$ cat config.mk
export PLATFORM = sky130hd
export DESIGN_NAME = fpu_sequencer
export DESIGN_NICKNAME = d
export VERILOG_FILES = /design/src/rtl/fpu_sequencer.sv
export SDC_FILE = /design/constraint.sdc
export NUM_CORES = 1
export LEC_CHECK = 0
export ABC_AREA = 1
export BUFFER_PORTS_ARGS = -buffer_cell sky130_fd_sc_hd__buf_2
export CORE_UTILIZATION = 40
export DETAILED_ROUTE_END_ITERATION = 10
export GPL_TIMING_DRIVEN = 0
export HOLD_SLACK_MARGIN = 0.05
export PLACE_DENSITY = 0.73
export SLEW_MARGIN = 40
export SYNTH_ARGS = -nofsm -noshare
export SYNTH_HDL_FRONTEND = slang
export SYNTH_SLANG_ARGS = --single-unit
$ cat constraint.sdc
create_clock -name clk_i -period 1.3 [get_ports clk_i]
set_input_delay 0 -clock clk_i [delete_from_list [all_inputs] [get_ports clk_i]]
set_output_delay 0 -clock clk_i [all_outputs]
set_load 0.005 [all_outputs]
$ cat src/rtl/fpu_sequencer.sv
// rtl/fpu_sequencer.sv - issue/latency/response sequencer wrapped around a fixed-latency FPU
module fpu_sequencer #(
  parameter int LAT_CVT    = 6,
  parameter int LAT_ADDSUB = 7,
  parameter int LAT_MUL    = 5,
  parameter int LAT_DIV    = 6,
  parameter int LAT_SQRT   = 16,
  parameter int LAT_NEG    = 1
) (
  input  logic        clk_i,
  input  logic        rst_i,
  input  logic        req_valid,
  output logic        req_ready,
  input  logic [31:0] req_in1,
  input  logic [31:0] req_in2,
  input  logic [2:0]  req_func,
  output logic [31:0] fpu_in1,
  output logic [31:0] fpu_in2,
  output logic [2:0]  fpu_func,
  input  logic [31:0] fpu_out,
  input  logic        fpu_overflow,
  input  logic        fpu_underflow,
  input  logic        fpu_nan,
  input  logic        fpu_divzero,
  output logic        rsp_valid,
  input  logic        rsp_ready,
  output logic [31:0] rsp_result,
  output logic [3:0]  rsp_flags,
  output logic        busy,
  output logic [3:0]  status,
  input  logic        clr_status
);

  localparam logic [2:0] F_CVTIS = 3'd0;
  localparam logic [2:0] F_CVTSI = 3'd1;
  localparam logic [2:0] F_SQRT  = 3'd2;
  localparam logic [2:0] F_NEG   = 3'd3;
  localparam logic [2:0] F_ADD   = 3'd4;
  localparam logic [2:0] F_SUB   = 3'd5;
  localparam logic [2:0] F_MUL   = 3'd6;

  typedef enum logic [1:0] {
    S_IDLE = 2'd0,
    S_BUSY = 2'd1,
    S_DONE = 2'd2
  } state_t;

  state_t      state_q, state_d;
  logic [4:0]  cnt_q, cnt_d;
  logic [31:0] fpu_in1_q, fpu_in1_d;
  logic [31:0] fpu_in2_q, fpu_in2_d;
  logic [2:0]  fpu_func_q, fpu_func_d;
  logic [31:0] rsp_result_q, rsp_result_d;
  logic [3:0]  rsp_flags_q, rsp_flags_d;
  logic [3:0]  status_q, status_d;
  logic        rsp_valid_q, rsp_valid_d;
  logic        busy_q, busy_d;
  logic        req_ready_q, req_ready_d;
  logic        capture;
  logic [3:0]  cap_flags;

  // Counter preload is latency minus one: the capture happens on the edge where it reads zero.
  function automatic logic [4:0] lat_m1(input logic [2:0] f);
    case (f)
      F_CVTIS, F_CVTSI: lat_m1 = 5'(LAT_CVT - 1);
      F_SQRT:           lat_m1 = 5'(LAT_SQRT - 1);
      F_NEG:            lat_m1 = 5'(LAT_NEG - 1);
      F_ADD, F_SUB:     lat_m1 = 5'(LAT_ADDSUB - 1);
      F_MUL:            lat_m1 = 5'(LAT_MUL - 1);
      default:          lat_m1 = 5'(LAT_DIV - 1);
    endcase
  endfunction

  // Each operation only reports the exceptions it can actually raise; the rest read as zero.
  function automatic logic [3:0] flag_mask(input logic [2:0] f);
    case (f)
      F_CVTIS, F_CVTSI, F_NEG: flag_mask = 4'b0000;
      F_SQRT:                  flag_mask = 4'b0010;
      F_ADD, F_SUB, F_MUL:     flag_mask = 4'b0111;
      default:                 flag_mask = 4'b1111;
    endcase
  endfunction

  // Next-state logic: accept in IDLE, count down in BUSY, hold the response in DONE.
  always_comb begin
    state_d      = state_q;
    cnt_d        = cnt_q;
    fpu_in1_d    = fpu_in1_q;
    fpu_in2_d    = fpu_in2_q;
    fpu_func_d   = fpu_func_q;
    rsp_result_d = rsp_result_q;
    rsp_flags_d  = rsp_flags_q;
    capture      = 1'b0;
    cap_flags    = {fpu_divzero, fpu_nan, fpu_overflow, fpu_underflow} & flag_mask(fpu_func_q);

    case (state_q)
      S_IDLE: begin
        if (req_valid) begin
          fpu_in1_d  = req_in1;
          fpu_in2_d  = req_in2;
          fpu_func_d = req_func;
          cnt_d      = lat_m1(req_func);
          state_d    = S_BUSY;
        end
      end
      S_BUSY: begin
        if (cnt_q == 5'd0) begin
          capture      = 1'b1;
          rsp_result_d = fpu_out;
          rsp_flags_d  = cap_flags;
          state_d      = S_DONE;
        end else begin
          cnt_d = cnt_q - 5'd1;
        end
      end
      S_DONE: begin
        if (rsp_ready) begin
          state_d = S_IDLE;
        end
      end
      default: state_d = S_IDLE;
    endcase

    // A clear on a capture edge leaves exactly the fresh flags behind.
    if (clr_status) begin
      status_d = capture ? cap_flags : 4'b0000;
    end else begin
      status_d = status_q | (capture ? cap_flags : 4'b0000);
    end

    rsp_valid_d = (state_d == S_DONE);
    busy_d      = (state_d != S_IDLE);
    req_ready_d = (state_d == S_IDLE);
  end

  // State and registered outputs; reset drops any in-flight operation.
  always_ff @(posedge clk_i or negedge rst_i) begin
    if (!rst_i) begin
      state_q      <= S_IDLE;
      cnt_q        <= 5'd0;
      fpu_in1_q    <= 32'd0;
      fpu_in2_q    <= 32'd0;
      fpu_func_q   <= 3'd0;
      rsp_result_q <= 32'd0;
      rsp_flags_q  <= 4'd0;
      status_q     <= 4'd0;
      rsp_valid_q  <= 1'b0;
      busy_q       <= 1'b0;
      req_ready_q  <= 1'b1;
    end else begin
      state_q      <= state_d;
      cnt_q        <= cnt_d;
      fpu_in1_q    <= fpu_in1_d;
      fpu_in2_q    <= fpu_in2_d;
      fpu_func_q   <= fpu_func_d;
      rsp_result_q <= rsp_result_d;
      rsp_flags_q  <= rsp_flags_d;
      status_q     <= status_d;
      rsp_valid_q  <= rsp_valid_d;
      busy_q       <= busy_d;
      req_ready_q  <= req_ready_d;
    end
  end

  assign req_ready  = req_ready_q;
  assign fpu_in1    = fpu_in1_q;
  assign fpu_in2    = fpu_in2_q;
  assign fpu_func   = fpu_func_q;
  assign rsp_valid  = rsp_valid_q;
  assign rsp_result = rsp_result_q;
  assign rsp_flags  = rsp_flags_q;
  assign busy       = busy_q;
  assign status     = status_q;

endmodule

==> results of run 1 <==
## power by group through the flow
stage	registers, W	logic [W]	clock network, W
final	0.00665	0.00882	0.00471
after global routing	0.00684	0.00954	0.00499
after CTS	0.00644	0.00736	0.00476
after detailed placement	0.00645	0.00636	0
after global placement	0.00635	0.00617	0
after floorplan	0.00656	0.00353	0
## stage by stage
step                total power [W]  worst slack (ns)  instance area (µm²)  TNS (ns)  utilization [%]
floorplan                    0.0101           -0.0923                 4670     -3.36                -
global placement             0.0125             -1.08                 5940   -139.22             52.2
detailed placement           0.0128            -0.322                 5980    -16.80             52.6
CTS                          0.0186            -0.172                 7900     -8.84             69.5
global route                 0.0214            -0.380                 8360    -21.41             73.5
finish                       0.0202            -0.283                 8360    -14.04             73.5
## kinds of logic after synthesis
kind of cell             Yosys count
flip-flops                       117
adder cells (fa/ha/maj)            1
multiplexers                      64
AO/OA/AOI/OAI                     11
buffers and inverters             31
AND/OR/NAND/NOR                  159
## repair_timing
action | 4_1_cts | 5_1_grt
resized for setup | 29 | 98
endpoints found under the setup margin | 94 | 117
gates cloned | 6 | 6
hold buffers | 106 | 0
pin swaps | 4 | 19
hold endpoints to repair | 231 | 0
buffers inserted | 11 | 8
## area by class of cell
| class | count | area [µm²] | area share (%) |
|---|---|---|---|
| Multi-Input combinational cell | 237 | 1830 | 21.9 |
| Sequential cell | 117 | 2930 | 35.1 |
| Clock inverter | 8 | 95.1 | 1.14 |
| Clock buffer | 24 | 512 | 6.12 |
| Inverter | 17 | 66.3 | 0.794 |
| Buffer | 13 | 189 | 2.26 |
| Timing Repair Buffer | 353 | 2550 | 30.6 |
| Tap cell | 143 | 179 | 2.14 |
## layer usage
| layer | share of wire [%] | track usage [%] |
|---|---|---|
| met4 | 3.9 | 11.1 |
| met5 | 0 | 0 |
| met3 | 6.8 | 6.70 |
| met1 | 37 | 25.2 |
| met2 | 52 | 41.3 |
## layout by cell type, fill, tap and decap left out, types with 2 or more instances in the layout
cell type      netlist  final
clkbuf_8             0      6
a21oi_1              3      2
nand2_1            131     86
dfrtp_1            116    116
inv_2                0      3
buf_12               0      5
mux2_4              28     28
nor2_1               7      4
dlygate4sd3_1        0    106
buf_4                4      9
clkinvlp_4           0      2
inv_1               17     13
o21ai_1              0      2
nor2_4               2      3
buf_2                7    216
clkbuf_16            0     19
mux2_2              36     36
nand2_8              0      2
nand3_1             13      9
o21ai_0              7      4
bufinv_16            0      2
buf_6                3     20
nand2_4              0     11
nand3_2              1      4
nor2_2               0      3
clkinv_2             0      4
buf_16               0      3
buf_8                0      5
nand2_2              2     34
## state kept, by name, indices dropped and copies added (netlist names)
signal      count
rsp_result     32
req_ready       1
status          4
rsp_valid       1
cnt_q           5
fpu_func        3
busy            1
rsp_flags       4
fpu_in2        32
state_q         2
fpu_in1        32
## critical path, cell delays in order, from the launching register on
cell and delay, ns:
dfrtp_1 0.38, inv_2 0.08, ha_4 0.13, inv_2 0.05, nor2_4 0.15, buf_12 0.13
nand4_4 0.17, buf_6 0.22, nand2_1 0.09, nand2_2 0.06
## worst max path at each step
stage / end / slack (ns) / cells after the start
floorplan: rsp_result[10] / -0.09 / 9
global placement: fpu_in1[3] / -1.08 / 1
detailed placement: rsp_result[9] / -0.32 / 9
CTS: rsp_result[31] / -0.17 / 10
global route: rsp_result[18] / -0.38 / 9
finish: rsp_result[8] / -0.28 / 9
==> impl_metrics.py, run 1 <==
metrics = {
    "outcome": {
        "status": "finished, violations left",
        "violations": "setup timing",
    },
    "timing": {
        "final.period_utilization_pct": 122,
        "worstMarginPinSlew_ns": 0.382,
        "whs_ns": 0.0770,
        "slew_viol_final": 0,
        "setup_viol": 94,
        "relSlewSlack_pct": 74.5,
        "worst_slack_ns": -0.283,
        "hold_viol": 0,
        "fmax_mhz": 632,
        "finClkSkew_ns": 0.00808,
        "period_minus_slack_ns": 1.58,
        "grt_setup_unrepaired": "yes",
    },
    "layout": {
        "fillerInstances": 685,
        "final_nets": 865,
        "layout.cells.non_filler": 912,
        "area_growth_syn_to_layout_pct": 79.7,
        "antenna_cells": 0,
        "drive_above_1_share_pct": 55.1,
    },
    "synth": {
        "ys_types": 21,
        "synthMuxAreaShare_pct": 17.8,
        "synth_fa_ha_area_share_pct": 0.269,
        "ys.flop_type": "dfrtp_1",
        "yosysMostFrequentCell": "nand2_1",
        "synth_top_family_by_area": "multiplexers",
        "synthCells": 383,
        "synth_top_area_share_pct": 62.4,
        "synth_area_leader_cell": "dfrtp_1",
        "ys_ff_latch": 117,
        "ys_seq_area_share_pct": 63.0,
        "synthXorXnorAreaFrac_pct": 0,
        "netlist_area_um2": 4650,
        "yosys_warnings": 0,
        "synth_nets": 492,
        "synth_edf_count": 0,
        "synth-compound-area-share_pct": 1.24,
        "syn_avg_cell_area_um2": 12.1,
        "synth-simple-area-share_pct": 14.2,
        "async_flop_share_pct": 100,
        "synth_common_cells": "131 x nand2_1, 116 x dfrtp_1, 36 x mux2_2",
        "synth_area_leaders": "dfrtp_1 62%, nand2_1 11%, mux2_4 9.0%, mux2_2 8.7%, nand3_1 1.4%",
    },
    "drt": {
        "routed_wl_um": 16000,
        "drt-vias-per-instance": 4.85,
        "routedWlPerCell_um": 17.5,
        "route.antenna.remaining_nets": 0,
        "vias": 4426,
        "dr.pass1.iters": 4,
        "drc": 0,
        "drt_first_iter_violations": 236,
    },
    "clocking": {
        "clk_latency_ns": 0.41,
        "cts_sinks": 117,
        "clock_path_buffers": 2,
        "cts_tree": "built",
        "ctsRootBufferMaster": "clkbuf_16",
        "cts.clk_slew.worst_paths_ns": 0.05,
        "cts_buffers": 17,
        "htree_levels": 4,
    },
    "placed_design": {
        "place_congestion": 0.733,
        "io_buffers": 217,
        "place_hpwl_um": 7870,
        "placedCellCount": 744,
    },
    "pwr": {
        "intPower_w": 0.0134,
        "p_per_area_nw_per_um2": 2420,
        "vdd.ir_drop.worst_mv": 1.61,
        "power_switching_w": 0.00675,
        "power.share.clock_pct": 23.3,
        "switching_share_pct": 33.4,
        "pwr-share-comb_pct": 43.7,
        "pwr-share-seq_pct": 33.0,
        "p_leak_nw": 4.37,
    },
    "floorplanning": {
        "fp-row-count": 39,
        "fp.dieH_um": 110,
        "dieArea_um2": 12100,
        "io_pins": 218,
        "coreArea_um2": 11400,
        "die_x_um": 110,
        "start_util_pct": 40.9,
    },
    "hold_path": {
        "hp-class": "input port to async pin",
    },
    "worst_setup_path": {
        "reg2reg_slack_ns": -0.28,
        "required_ns": 1.60,
        "crit_fanout": 8,
        "startpoint": "cnt_q[0]",
        "startpoint_type": "register",
        "r2r_start": "cnt_q[0]",
        "reg2regPathDepth": 9,
        "crit_arrival_ns": 1.88,
        "path_class": "register to register",
        "timing.rr.end": "rsp_result[8]",
        "end_kind": "register",
    },
    "grt": {
        "grt_max_degree": 77,
        "grt_usage_pct": 23.2,
        "antenna_found_initial": 0,
        "grt_pass1_vias": 4405,
        "overflow": 0,
        "grt_first_pass_wirelength_um": 20800,
    },
    "run": {
        "max_cap_viol_count": 0,
    },
}
No activity file was read; power rests on OpenSTA's default activity.
==> run 2, diff against run 1 <==
- BUFFER_PORTS_ARGS: -buffer_cell sky130_fd_sc_hd__buf_2 -> unset
- DONT_BUFFER_PORTS: unset -> 1
- PLACE_DENSITY: 0.73 -> unset
- SETUP_SLACK_MARGIN: unset -> 0.3
==> impl_metrics.py, run 2 (synthesis gave the netlist of run 1 again) <==
metrics = {
    "outcome": {
        "status": "finished, violations left",
        "violations": "hold timing, setup timing",
    },
    "worst_setup_path": {
        "critical_path.cell_chain": "inv_2, ha_4, inv_2, nor2_4, nand3_4, nor2_4, buf_12, buf_8, nand2_1, nand2_1",
        "path_class": "register to register",
        "crit_fanout": 10,
        "slowest_stage": "dfrtp_1",
        "required_ns": 1.63,
        "startpoint": "cnt_q[0]",
        "startpoint_type": "register",
        "critPathTopFamily": "simple AND/OR/NAND/NOR gates",
        "critPathMaxStageDelay_ns": 0.39,
        "cp.buffers_inverters": 4,
        "end_kind": "register",
        "r2r_start": "cnt_q[0]",
        "crit_arrival_ns": 1.84,
    },
    "floorplanning": {
        "fp.dieH_um": 110,
        "io_pins": 218,
        "start_util_pct": 40.9,
        "fp-row-count": 39,
        "dieArea_um2": 12100,
        "coreArea_um2": 11400,
        "die_x_um": 110,
    },
    "grt": {
        "antenna_found_initial": 0,
        "grt_first_pass_wirelength_um": 17000,
        "grt_pass1_vias": 3440,
        "grt_usage_pct": 19.1,
        "grt_max_degree": 118,
        "overflow": 0,
    },
    "clocking": {
        "ctsRootBufferMaster": "clkbuf_16",
        "cts_buffers": 17,
        "htree_levels": 4,
        "clock_path_buffers": 2,
        "cts_tree": "built",
        "cts_sinks": 117,
        "cts.clk_slew.worst_paths_ns": 0.06,
        "clk_latency_ns": 0.40,
    },
    "layout": {
        "fillerInstances": 840,
        "final_area_um2": 6980,
        "final_nets": 640,
        "drive_above_1_share_pct": 28.5,
        "final_cell_mix": "127 x nand2_1, 116 x dfrtp_1, 105 x dlygate4sd3_1",
        "seq_area_um2": 2930,
        "mostFrequentLayoutCell": "nand2_1",
        "area_growth_syn_to_layout_pct": 50.1,
        "antenna_cells": 0,
        "fin_util_pct": 61.4,
        "multi_input_area_um2": 1630,
    },
    "timing": {
        "grt_setup_unrepaired": "yes",
        "worstMarginPinSlew_ns": 0.299,
        "period_minus_slack_ns": 1.51,
        "slew_viol_final": 0,
        "hold_viol": 117,
        "setup_viol": 117,
        "final.period_utilization_pct": 116,
        "finClkSkew_ns": 0.0113,
        "fmax_mhz": 662,
        "whs_ns": -0.702,
        "worst_slack_ns": -0.211,
        "relSlewSlack_pct": 80.0,
        "tns_ns": -11.95,
    },
    "hold_path": {
        "hp-class": "input port to async pin",
    },
    "placed_design": {
        "place_hpwl_um": 6520,
        "place_congestion": 0.777,
        "placed_cell_area_um2": 4890,
        "io_buffers": 0,
        "dpl_worst_slack_ns": -0.367,
    },
    "drt": {
        "dr.pass1.iters": 4,
        "drt-vias-per-instance": 4.82,
        "routed_wl_um": 11500,
        "vias": 3294,
        "route.antenna.remaining_nets": 0,
        "drt_first_iter_violations": 192,
        "routedWlPerCell_um": 16.8,
        "drc": 0,
    },
    "run": {
        "max_cap_viol_count": 0,
    },
    "pwr": {
        "p_per_area_nw_per_um2": 2470,
        "p_leak_nw": 3.38,
        "vdd.ir_drop.worst_mv": 1.20,
    },
}
-- run 2: changes by cell type in the layout (fill, tap and decap cells not counted), sizes merged --
cell,change
buf,-220
clkbuf,-3
clkinvlp,-2
bufinv,-1
dlygate4sd3,-1
nand4,-1
nor2,-1
-- run 2: per-layer routing --
| layer | vias up | global-route usage [%] | wire length (µm) |
|---|---|---|---|
| met3 | 18 | 6.46 | 881 |
| met2 | 145 | 32.0 | 5870 |
| met1 | 1595 | 21.9 | 4510 |
| met4 | 0 | 8.95 | 234 |
| met5 | - | 0 | 0 |
| li1 | 1536 | - | - |
-- run 2: power breakdown --
part / switching (W) / total, W / internal [W] / leakage (nW)
Clock: 0.00149 / 0.00431 / 0.00282 / 0.276
Sequential: 0.00154 / 0.00703 / 0.00549 / 1.41
Combinational: 0.00240 / 0.00587 / 0.00347 / 1.69
Total: 0.00543 / 0.0172 / 0.0118 / 3.38
-- run 2: cell type report --
class / count / area share (%)
multi-input cells: 235 / 23.3
inverters: 17 / 0.914
clock inverters: 5 / 0.717
well taps: 143 / 2.56
repair buffers: 129 / 20.4
plain buffers: 14 / 2.92
clock buffers: 23 / 7.14
flip-flops and latches: 117 / 42.0
-- run 2: repair_timing --
| item | in CTS | in global routing |
|---|---|---|
| cloned | 8 | 0 |
| setup endpoints to repair | 117 | 117 |
| hold buffers | 104 | 1 |
| pin swaps | 5 | 1 |
| gates resized for setup | 44 | 7 |
| buffers inserted | 11 | 5 |
| endpoints found under the hold margin | 232 | 118 |
-- run 2: final timing paths --
| path | endpoint | slack (ns) | cells past startpoint |
|---|---|---|---|
| max | rsp_result[20] | -0.21 | 10 |
| min | cnt_q[2] | -0.70 | 0 |
| max reg2reg | rsp_result[20] | -0.21 | 10 |
| min reg2reg | rsp_result[13] | 0.50 | 2 |
| max in group asynchronous | req_ready | 1.77 | 0 |
| min in group clk_i | state_q[0] | 0.16 | 4 |
-- run 2: per-stage QoR --
| step | instances | hold WS, ns | total power [W] |
|---|---|---|---|
| 5_1_grt | 683 | -0.724 | 0.0183 |
| 6_report | 683 | -0.702 | 0.0172 |
| 3_5_place_dp | 526 | -0.294 | 0.0112 |
| 4_1_cts | 677 | -0.724 | 0.0171 |
| 2_1_floorplan | 383 | -0.296 | 0.0102 |
| 3_3_place_gp | 526 | -0.293 | 0.0111 |
